<file path="src/rtl/mc_pkg.sv">
// Shared definitions for the multicycle control unit: state codes, datapath
// select encodings, default MIPS opcodes and a state-class helper.
package mc_pkg;

  typedef logic [3:0] state_t;

  localparam logic [3:0] FETCH  = 4'd0;
  localparam logic [3:0] DECODE = 4'd1;
  localparam logic [3:0] MEMADR = 4'd2;
  localparam logic [3:0] MEMRD  = 4'd3;
  localparam logic [3:0] MEMWB  = 4'd4;
  localparam logic [3:0] MEMWR  = 4'd5;
  localparam logic [3:0] EXEC   = 4'd6;
  localparam logic [3:0] ALUWB  = 4'd7;
  localparam logic [3:0] BRANCH = 4'd8;
  localparam logic [3:0] ADDIEX = 4'd9;
  localparam logic [3:0] ADDIWB = 4'd10;
  localparam logic [3:0] JUMP   = 4'd11;
  localparam logic [3:0] HALT   = 4'd12;

  localparam logic [1:0] ALU_ADD   = 2'b00;
  localparam logic [1:0] ALU_SUB   = 2'b01;
  localparam logic [1:0] ALU_FUNCT = 2'b10;

  localparam logic [1:0] PC_ALU    = 2'b00;
  localparam logic [1:0] PC_ALUOUT = 2'b01;
  localparam logic [1:0] PC_JUMP   = 2'b10;

  localparam logic [1:0] IN2_B    = 2'b00;
  localparam logic [1:0] IN2_ONE  = 2'b01;
  localparam logic [1:0] IN2_SIMM = 2'b10;

  localparam logic [5:0] DEF_OP_RTYPE = 6'h00;
  localparam logic [5:0] DEF_OP_LW    = 6'h23;
  localparam logic [5:0] DEF_OP_SW    = 6'h2B;
  localparam logic [5:0] DEF_OP_BEQ   = 6'h04;
  localparam logic [5:0] DEF_OP_BNE   = 6'h05;
  localparam logic [5:0] DEF_OP_ADDI  = 6'h08;
  localparam logic [5:0] DEF_OP_J     = 6'h02;

  // States that hold mem_req high and wait on mem_ready.
  function automatic logic is_mem_wait_state(input state_t s);
    return (s == FETCH) || (s == MEMRD) || (s == MEMWR);
  endfunction

endpackage

</file>
<file path="src/rtl/mc_mem_watchdog.sv">
// Memory wait watchdog: counts stalled cycles while a memory access is pending
// and flags a timeout on the last tolerated cycle if memory is still not ready.
module mc_mem_watchdog #(
  parameter int WAIT_MAX = 16
) (
  input  logic clk,
  input  logic rst,
  input  logic active,
  input  logic mem_ready,
  output logic timeout
);

  logic [7:0] count_reg;
  logic       stalled;

  assign stalled = active && !mem_ready;
  // mem_ready in the final cycle suppresses the timeout: completion wins.
  assign timeout = stalled && (count_reg == 8'(WAIT_MAX - 1));

  // Any cycle that is not a continuing stall clears the count, which also
  // covers every state change (leaving a wait state needs ready or timeout).
  always_ff @(posedge clk or posedge rst) begin
    if (rst) begin
      count_reg <= '0;
    end else if (stalled && !timeout) begin
      count_reg <= count_reg + 8'd1;
    end else begin
      count_reg <= '0;
    end
  end

endmodule

</file>
<file path="src/rtl/mc_ctrl_fsm.sv">
// Multicycle MIPS-subset control FSM with memory handshake, watchdog and sticky
// error flags. Optional performance counters are enabled by MC_CTRL_PERF_EN.
module mc_ctrl_fsm
  import mc_pkg::*;
#(
  parameter logic [5:0] OP_RTYPE = DEF_OP_RTYPE,
  parameter logic [5:0] OP_LW    = DEF_OP_LW,
  parameter logic [5:0] OP_SW    = DEF_OP_SW,
  parameter logic [5:0] OP_BEQ   = DEF_OP_BEQ,
  parameter logic [5:0] OP_BNE   = DEF_OP_BNE,
  parameter logic [5:0] OP_ADDI  = DEF_OP_ADDI,
  parameter logic [5:0] OP_J     = DEF_OP_J,
  parameter int         WAIT_MAX = 16
) (
  input  logic       clk,
  input  logic       rst,
  input  logic [5:0] op,
  input  logic       mem_ready,
  output logic       mem_req,
  output logic       id_sel,
  output logic       irwe,
  output logic       mwe,
  output logic       pcwe,
  output logic       br_eq,
  output logic       br_ne,
  output logic [1:0] pc_sel,
  output logic       alu_in1_sel,
  output logic [1:0] alu_in2_sel,
  output logic [1:0] alu_op,
  output logic       rfd_sel,
  output logic       mto_rf_sel,
  output logic       rfwe,
  output logic       illegal_op,
  output logic       mem_err
`ifdef MC_CTRL_PERF_EN
  ,
  output logic [31:0] cyc_cnt,
  output logic [31:0] instr_cnt
`endif
);

  state_t state_reg;
  state_t state_next;
  logic   illegal_set;
  logic   timeout;

  mc_mem_watchdog #(
    .WAIT_MAX (WAIT_MAX)
  ) u_watchdog (
    .clk       (clk),
    .rst       (rst),
    .active    (is_mem_wait_state(state_reg)),
    .mem_ready (mem_ready),
    .timeout   (timeout)
  );

  always_ff @(posedge clk or posedge rst) begin
    if (rst) begin
      state_reg <= FETCH;
    end else begin
      state_reg <= state_next;
    end
  end

  always_comb begin
    state_next  = state_reg;
    illegal_set = 1'b0;
    case (state_reg)
      FETCH: begin
        if (timeout) begin
          state_next = HALT;
        end else if (mem_ready) begin
          state_next = DECODE;
        end
      end
      DECODE: begin
        if (op == OP_LW || op == OP_SW) begin
          state_next = MEMADR;
        end else if (op == OP_RTYPE) begin
          state_next = EXEC;
        end else if (op == OP_BEQ || op == OP_BNE) begin
          state_next = BRANCH;
        end else if (op == OP_ADDI) begin
          state_next = ADDIEX;
        end else if (op == OP_J) begin
          state_next = JUMP;
        end else begin
          state_next  = FETCH;
          illegal_set = 1'b1;
        end
      end
      MEMADR: state_next = (op == OP_SW) ? MEMWR : MEMRD;
      MEMRD: begin
        if (timeout) begin
          state_next = HALT;
        end else if (mem_ready) begin
          state_next = MEMWB;
        end
      end
      MEMWR: begin
        if (timeout) begin
          state_next = HALT;
        end else if (mem_ready) begin
          state_next = FETCH;
        end
      end
      MEMWB:  state_next = FETCH;
      EXEC:   state_next = ALUWB;
      ALUWB:  state_next = FETCH;
      BRANCH: state_next = FETCH;
      ADDIEX: state_next = ADDIWB;
      ADDIWB: state_next = FETCH;
      JUMP:   state_next = FETCH;
      HALT:   state_next = HALT;
      default: state_next = FETCH;
    endcase
  end

  // Outputs are gated by rst directly so no strobe can leak out while the
  // asynchronous reset is still being applied.
  always_comb begin
    mem_req     = 1'b0;
    id_sel      = 1'b0;
    irwe        = 1'b0;
    mwe         = 1'b0;
    pcwe        = 1'b0;
    br_eq       = 1'b0;
    br_ne       = 1'b0;
    pc_sel      = PC_ALU;
    alu_in1_sel = 1'b0;
    alu_in2_sel = IN2_B;
    alu_op      = ALU_ADD;
    rfd_sel     = 1'b0;
    mto_rf_sel  = 1'b0;
    rfwe        = 1'b0;
    if (!rst) begin
      case (state_reg)
        FETCH: begin
          mem_req     = 1'b1;
          alu_in2_sel = IN2_ONE;
          alu_op      = ALU_ADD;
          pc_sel      = PC_ALU;
          irwe        = mem_ready;
          pcwe        = mem_ready;
        end
        DECODE: begin
          alu_in2_sel = IN2_SIMM;
          alu_op      = ALU_ADD;
        end
        MEMADR: begin
          alu_in1_sel = 1'b1;
          alu_in2_sel = IN2_SIMM;
          alu_op      = ALU_ADD;
        end
        MEMRD: begin
          mem_req = 1'b1;
          id_sel  = 1'b1;
        end
        MEMWB: begin
          mto_rf_sel = 1'b1;
          rfwe       = 1'b1;
        end
        MEMWR: begin
          mem_req = 1'b1;
          id_sel  = 1'b1;
          mwe     = mem_ready;
        end
        EXEC: begin
          alu_in1_sel = 1'b1;
          alu_in2_sel = IN2_B;
          alu_op      = ALU_FUNCT;
        end
        ALUWB: begin
          rfd_sel = 1'b1;
          rfwe    = 1'b1;
        end
        BRANCH: begin
          alu_in1_sel = 1'b1;
          alu_in2_sel = IN2_B;
          alu_op      = ALU_SUB;
          pc_sel      = PC_ALUOUT;
          br_eq       = (op == OP_BEQ);
          br_ne       = (op == OP_BNE);
        end
        ADDIEX: begin
          alu_in1_sel = 1'b1;
          alu_in2_sel = IN2_SIMM;
          alu_op      = ALU_ADD;
        end
        ADDIWB: begin
          rfwe = 1'b1;
        end
        JUMP: begin
          pc_sel = PC_JUMP;
          pcwe   = 1'b1;
        end
        default: ;
      endcase
    end
  end

  always_ff @(posedge clk or posedge rst) begin
    if (rst) begin
      illegal_op <= 1'b0;
      mem_err    <= 1'b0;
    end else begin
      if (illegal_set) begin
        illegal_op <= 1'b1;
      end
      if (timeout) begin
        mem_err <= 1'b1;
      end
    end
  end

`ifdef MC_CTRL_PERF_EN
  logic instr_done;

  // HALT never returns to FETCH, so every FETCH entry is a retired (or skipped) instruction.
  assign instr_done = (state_next == FETCH) && (state_reg != FETCH) && (state_reg != HALT);

  always_ff @(posedge clk or posedge rst) begin
    if (rst) begin
      cyc_cnt   <= '0;
      instr_cnt <= '0;
    end else begin
      cyc_cnt <= cyc_cnt + 32'd1;
      if (instr_done) begin
        instr_cnt <= instr_cnt + 32'd1;
      end
    end
  end
`endif

endmodule

</file>
<file path="config.mk">
export PLATFORM = sky130hd
export DESIGN_NAME = mc_ctrl_fsm
export DESIGN_NICKNAME = d
export VERILOG_FILES = /design/src/rtl/mc_pkg.sv /design/src/rtl/mc_mem_watchdog.sv /design/src/rtl/mc_ctrl_fsm.sv
export SDC_FILE = /design/constraint.sdc
export NUM_CORES = 1
export LEC_CHECK = 0
export ABC_AREA = 1
export CAP_MARGIN = 10
export CORE_MARGIN = 4
export CORE_UTILIZATION = 51
export CTS_CLUSTER_SIZE = 12
export DETAILED_ROUTE_END_ITERATION = 16
export MAX_ROUTING_LAYER = met4
export PLACE_DENSITY = 0.83
export SYNTH_ARGS = -nofsm -noshare
export SYNTH_HDL_FRONTEND = slang
export SYNTH_SLANG_ARGS = --single-unit
</file>
<file path="constraint.sdc">
create_clock -name clk -period 2.6 [get_ports clk]
set_input_delay 0.26 -clock clk [delete_from_list [all_inputs] [get_ports clk]]
set_output_delay 0.26 -clock clk [all_outputs]
set_load 0.05 [all_outputs]
</file>
==> results.sh, run 1 <==
export IMPL_synth_avg_cell_area_um2=6.53
export IMPL_netlist_area_leader_share=0.331
export IMPL_multiInputGateArea_um2=632
export IMPL_initial_core_util=0.539
export IMPL_crit_family="buffers and inverters"
export IMPL_critPathBufInv=2
export IMPL_h_tree_depth=1
export IMPL_cts_tree="yes"
export IMPL_synth_flop_cell="dfrtp_1"
export IMPL_ys_types=26
export IMPL_crit_chain="inv_1, nor2_1, nand2_1, a21oi_1, clkdlybuf4s50_1"
export IMPL_max_slew_margin=0.653
export IMPL_core_um2=1960
export IMPL_grt_max_degree=15
export IMPL_fin_worst_skew_ns=0.000502
export IMPL_cp_required_ns=2.34
export IMPL_numCtsBuffers=3
export IMPL_hold_worst_slack_ns=0.479
export IMPL_final_core_util=0.740
export IMPL_grt_usage=0.220
export IMPL_setup_slack_ns=0.164
export IMPL_cp_start_kind="flip-flop"
export IMPL_worst_setup_path_type="reg -> out"
export IMPL_routed_wl_mm=2.50
export IMPL_syn2layout_area_growth_pct=37.4
export IMPL_synth_area_leaders="dfrtp_1, nand2_1, nor2_1"
export IMPL_grt_setup_unrepaired="false"
export IMPL_overflow=0
export IMPL_async_reset_ff_frac=1.00
export IMPL_via_per_inst=5.06
export IMPL_fin_crit_ns=2.44
export IMPL_p_seq_frac=0.285
export IMPL_final_setup_tns_ns=0
export IMPL_post_route_period_util=0.937
export IMPL_drive_gt1_frac=0.152
export IMPL_clkSinkCount=14
export IMPL_p_switching_mw=0.550
export IMPL_clock_path_buffers=2
export IMPL_grt_pass1_vias=1029
export IMPL_post_dp_hpwl_mm=2.05
export IMPL_io_pins=28
export IMPL_max_stage_delay_ns=0.82
export IMPL_worstSetupEndpointType="output pin"
export IMPL_syn_area_um2=1060
export IMPL_synth_cells=162
export IMPL_numPortBuffers=27
export IMPL_largest_reg_flops=8
export IMPL_clk_pin_slew_ns=0.07
export IMPL_yosys_warnings=0
export IMPL_pre_cts_ws_ns=0.374
export IMPL_drc=0
export IMPL_power_density_nw_per_um2=734
export IMPL_final_seq_area_um2=350
export IMPL_ant_nets=0
export IMPL_leakagePower_nw=0.742
export IMPL_antenna_cells=0
export IMPL_hp_class="reg -> reg"
export IMPL_gp_congestion=0.873
export IMPL_maxCapViolCount=0
export IMPL_clock_latency_ns=0.27
export IMPL_hold_start="u_watchdog.count_reg[0]"
export IMPL_cp_max_fo=6
export IMPL_drv_slew=0
export IMPL_synth_seq_area_share=0.331
export IMPL_setup_viol=0
export IMPL_fmax_mhz=411
export IMPL_fillers=160
export IMPL_syn_nets=172
export IMPL_antenna_found_initial=0
export IMPL_dieWidth_um=53.5
export IMPL_power_switching_share=0.516
export IMPL_dieArea_um2=2870
export IMPL_clockRootBuffer="clkbuf_4"
export IMPL_critPathArrivalTime_ns=2.18
export IMPL_r2r_start="u_watchdog.count_reg[0]"
export IMPL_grt_first_pass_wirelength_mm=4.55
export IMPL_drt_wirelength_per_cell_um=11.5
export IMPL_slowest_stage="clkdlybuf4s50_1"
export IMPL_outcome="complete, no violations"
export IMPL_ys_seq_elements=14
export IMPL_synth_edff_count=0
export IMPL_layout_nets=203
export IMPL_die_h_um=53.5
export IMPL_num_vias=1102
export IMPL_p_comb_frac=0.606
export IMPL_finalHoldViolations=0
export IMPL_power_frac_clock=0.109
export IMPL_yosysMostFrequentCell="nand2_1"
export IMPL_worstMarginPinSlew_ns=0.520
export IMPL_dr_pass1_iters=4
export IMPL_p_int_mw=0.516
export IMPL_hold_buffers=0
export IMPL_rows=16
export IMPL_yosys_area_top_type="dfrtp_1"
export IMPL_vdd_drop_max_v=0.000517
export IMPL_drtIter0Drc=26
export IMPL_synth_common_cells="nand2_1, nor2_1, inv_1"
export IMPL_cp_startpoint="state_reg[3]"
[stage by stage]
| stage | power [mW] | cells | area (µm²) |
|---|---|---|---|
| 2_1_floorplan | 0.773 | 162 | 1070 |
| 3_3_place_gp | 0.936 | 215 | 1430 |
| 3_5_place_dp | 0.952 | 215 | 1430 |
| 4_1_cts | 1.07 | 218 | 1450 |
| 5_1_grt | 1.15 | 218 | 1450 |
| 6_report | 1.07 | 218 | 1450 |
[final timing paths]
| path | cells past startpoint | slack (ns) | to |
|---|---|---|---|
| max in group asynchronous | 3 | 1.79 | u_watchdog.count_reg[5] |
| max reg2reg | 6 | 1.03 | state_reg[0] |
| min | 1 | 0.48 | u_watchdog.count_reg[0] |
| max | 5 | 0.16 | alu_in1_sel |
| min reg2reg | 1 | 0.48 | u_watchdog.count_reg[0] |
| min in group asynchronous | 3 | 0.65 | state_reg[3] |
[metal layers]
layer	part of all wire	global-route usage
met5	0	-
met4	0.018	0.0851
met3	0.056	0.0443
met2	0.46	0.341
met1	0.47	0.284
[kinds of logic (layout without fill, tap and decap cells)]
logic type      after synthesis  in the layout  share of synthesized area
compound gates               12             12                     0.0651
xor+xnor                      3              3                     0.0249
fa+ha+maj                     1              1                     0.0118
buf+inv                      23             52                     0.0852
flops                        14             14                      0.331
simple gates                109            109                      0.482
[cells in the final DEF, fill, tap and decap left out, types with 3 or more instances in the layout]
master	n
a21oi_1	7
buf_12	5
clkbuf_4	3
clkdlybuf4s50_1	20
dfrtp_1	14
inv_1	17
inv_2	3
nand2_1	42
nand2_2	3
nand3_1	14
nand4_1	5
nor2_1	30
nor2_2	7
[final cells by class]
cell class	count	share of cell area
inverter	21	0.0560
multi-input combinational	125	0.435
sequential	14	0.241
tap	27	0.0233
clock buffer	3	0.0155
timing repair buffer	28	0.229
[worst register-to-register path: cells and delay by family (launching register included)]
family / cells / cell delay [ns]
simple gates: 3 / 0.54
fa+ha+maj: 1 / 0.20
compound gates: 2 / 0.32
flops: 1 / 0.40
[what timing repair did]
| item | 4_1_cts | 5_1_grt |
|---|---|---|
| endpoints found under the setup margin | 0 | 2 |
| buffers inserted | 0 | 0 |
| endpoints found under the hold margin | 0 | 0 |
| gates resized for setup | 0 | 2 |
[power by group through the flow]
stage / logic [mW] / registers [mW] / clock network (mW)
final: 0.646 / 0.304 / 0.116
after global routing: 0.710 / 0.309 / 0.131
after CTS: 0.648 / 0.303 / 0.121
after detailed placement: 0.646 / 0.307 / 0
after global placement: 0.632 / 0.303 / 0
after floorplan: 0.487 / 0.286 / 0
Note: power is estimated with default switching activity, not from simulation.
==> inputs of run 2 (changes only) <==
- CORE_ASPECT_RATIO: default -> 0.75
- SKIP_CTS_REPAIR_TIMING: default -> 1
==> run 2 against run 1 <==
Compared with the run above:
- register-to-register slack about the same
- global-route usage grew 1.9 points
- worst setup slack better by 0.0040 ns
- power rose by 4.7%
- non-clock buffer count unchanged
- critical path depth is 1 lower
- final cell count is 1.8% lower
==> results.sh, run 2 (synthesis gave the netlist of run 1 again) <==
export IMPL_post_dp_hpwl_mm=2.27
export IMPL_power_frac_clock=0.138
export IMPL_antenna_found_initial=0
export IMPL_grt_first_pass_wirelength_mm=4.87
export IMPL_syn2layout_area_growth_pct=38.6
export IMPL_gp_congestion=0.867
export IMPL_routed_wl_mm=2.86
export IMPL_final_cell_mix="nand2_1, nor2_1, clkdlybuf4s50_1"
export IMPL_initial_core_util=0.575
export IMPL_fin_crit_ns=2.43
export IMPL_power_switching_share=0.510
export IMPL_final_common_cell="nand2_1"
export IMPL_max_slew_margin=0.657
export IMPL_cp_max_fo=7
export IMPL_drive_gt1_frac=0.156
export IMPL_dieArea_um2=2870
export IMPL_leakagePower_nw=0.786
export IMPL_finalHoldViolations=0
export IMPL_io_pins=28
export IMPL_fin_worst_skew_ns=0.00800
export IMPL_max_stage_delay_ns=0.83
export IMPL_setup_viol=0
export IMPL_p_seq_frac=0.274
export IMPL_multiInputGateArea_um2=632
export IMPL_core_um2=1840
export IMPL_largest_reg_flops=8
export IMPL_ant_nets=0
export IMPL_clockRootBuffer="clkbuf_4"
export IMPL_h_tree_depth=1
export IMPL_power_density_nw_per_um2=761
export IMPL_setup_slack_ns=0.168
export IMPL_grt_usage=0.239
export IMPL_hp_class="reg -> reg"
export IMPL_drc=0
export IMPL_pre_cts_ws_ns=0.372
export IMPL_drtIter0Drc=124
export IMPL_dr_pass1_iters=4
export IMPL_clock_latency_ns=0.28
export IMPL_clkSinkCount=14
export IMPL_numCtsBuffers=3
export IMPL_dieWidth_um=60.6
export IMPL_antenna_cells=0
export IMPL_crit_chain="nor2_2, nand2_2, a31oi_1, clkdlybuf4s50_1"
export IMPL_cp_required_ns=2.34
export IMPL_clock_path_buffers=2
export IMPL_fmax_mhz=411
export IMPL_numPortBuffers=27
export IMPL_outcome="complete, no violations"
export IMPL_worstSetupEndpointType="output pin"
export IMPL_p_comb_frac=0.587
export IMPL_grt_setup_unrepaired="false"
export IMPL_p_switching_mw=0.569
export IMPL_p_int_mw=0.546
export IMPL_grt_pass1_vias=1052
export IMPL_critPathArrivalTime_ns=2.17
export IMPL_drt_wirelength_per_cell_um=13.4
export IMPL_r2r_slack_ns=1.03
export IMPL_post_route_period_util=0.935
export IMPL_slowest_stage="clkdlybuf4s50_1"
export IMPL_drv_slew=0
export IMPL_layout_nets=203
export IMPL_maxCapViolCount=0
export IMPL_final_setup_tns_ns=0
export IMPL_worstMarginPinSlew_ns=0.513
export IMPL_cp_start_kind="flip-flop"
export IMPL_worst_setup_path_type="reg -> out"
export IMPL_grt_max_degree=15
export IMPL_via_per_inst=5.32
export IMPL_num_vias=1138
export IMPL_fillers=129
export IMPL_rows=13
export IMPL_final_seq_area_um2=350
export IMPL_overflow=0
export IMPL_cts_tree="yes"
export IMPL_clk_pin_slew_ns=0.08
export IMPL_vdd_drop_max_v=0.000739
export IMPL_die_h_um=47.4
==> run 2: changes by cell type in the layout (fill, tap and decap cells not counted) <==
cell	before	now
clkdlybuf4s50_1	20	18
dlymetal6s2s_1	2	4
clkbuf_8	0	1
==> run 2: metal layers <==
layer	wire [µm]	vias up	track usage
met3	268	4	0.0512
met4	36	0	0.0519
met2	1210	46	0.335
met5	0	-	-
li1	-	580	-
met1	1350	508	0.355
==> run 2: per-stage QoR <==
step | total power, mW | cells | area, µm² | utilization | hold slack (ns)
floorplan | 0.773 | 162 | 1070 | - | 0.157
global placement | 0.944 | 210 | 1420 | 0.772 | 0.451
detailed placement | 0.957 | 210 | 1420 | 0.772 | 0.450
CTS | 1.11 | 214 | 1460 | 0.792 | 0.491
global route | 1.20 | 214 | 1470 | 0.797 | 0.520
finish | 1.12 | 214 | 1470 | 0.797 | 0.489
==> run 2: power groups by stage <==
stage,Combinational [mW],Sequential [mW],Clock [mW]
final,0.655,0.306,0.154
after global routing,0.714,0.315,0.171
after CTS,0.652,0.305,0.157
after detailed placement,0.648,0.309,0
after global placement,0.637,0.307,0
after floorplan,0.487,0.286,0
==> run 2: worst max-delay path, delay by kind of cell (launching register included) <==
| family | cells | cell delay (ns) |
|---|---|---|
| DFF | 1 | 0.51 |
| AOI/OAI and AO/OA | 1 | 0.20 |
| and+or+nand+nor | 2 | 0.37 |
| buffers and inverters | 1 | 0.83 |
==> run 2: final cells by class <==
cell class / count / share of cell area
inverter: 21 / 0.0555
sequential: 14 / 0.239
timing repair buffer: 28 / 0.231
tap: 22 / 0.0188
multi-input combinational: 125 / 0.431
clock buffer: 4 / 0.0248
==> run 2: path summary, 6_finish.rpt <==
path	from	endpoint	cells after the start
min in group asynchronous	rst	u_watchdog.count_reg[2]	3
min	illegal_op	illegal_op	1
max	state_reg[0]	mem_req	4
min reg2reg	illegal_op	illegal_op	1
max reg2reg	u_watchdog.count_reg[0]	state_reg[0]	6
max in group asynchronous	rst	u_watchdog.count_reg[6]	3
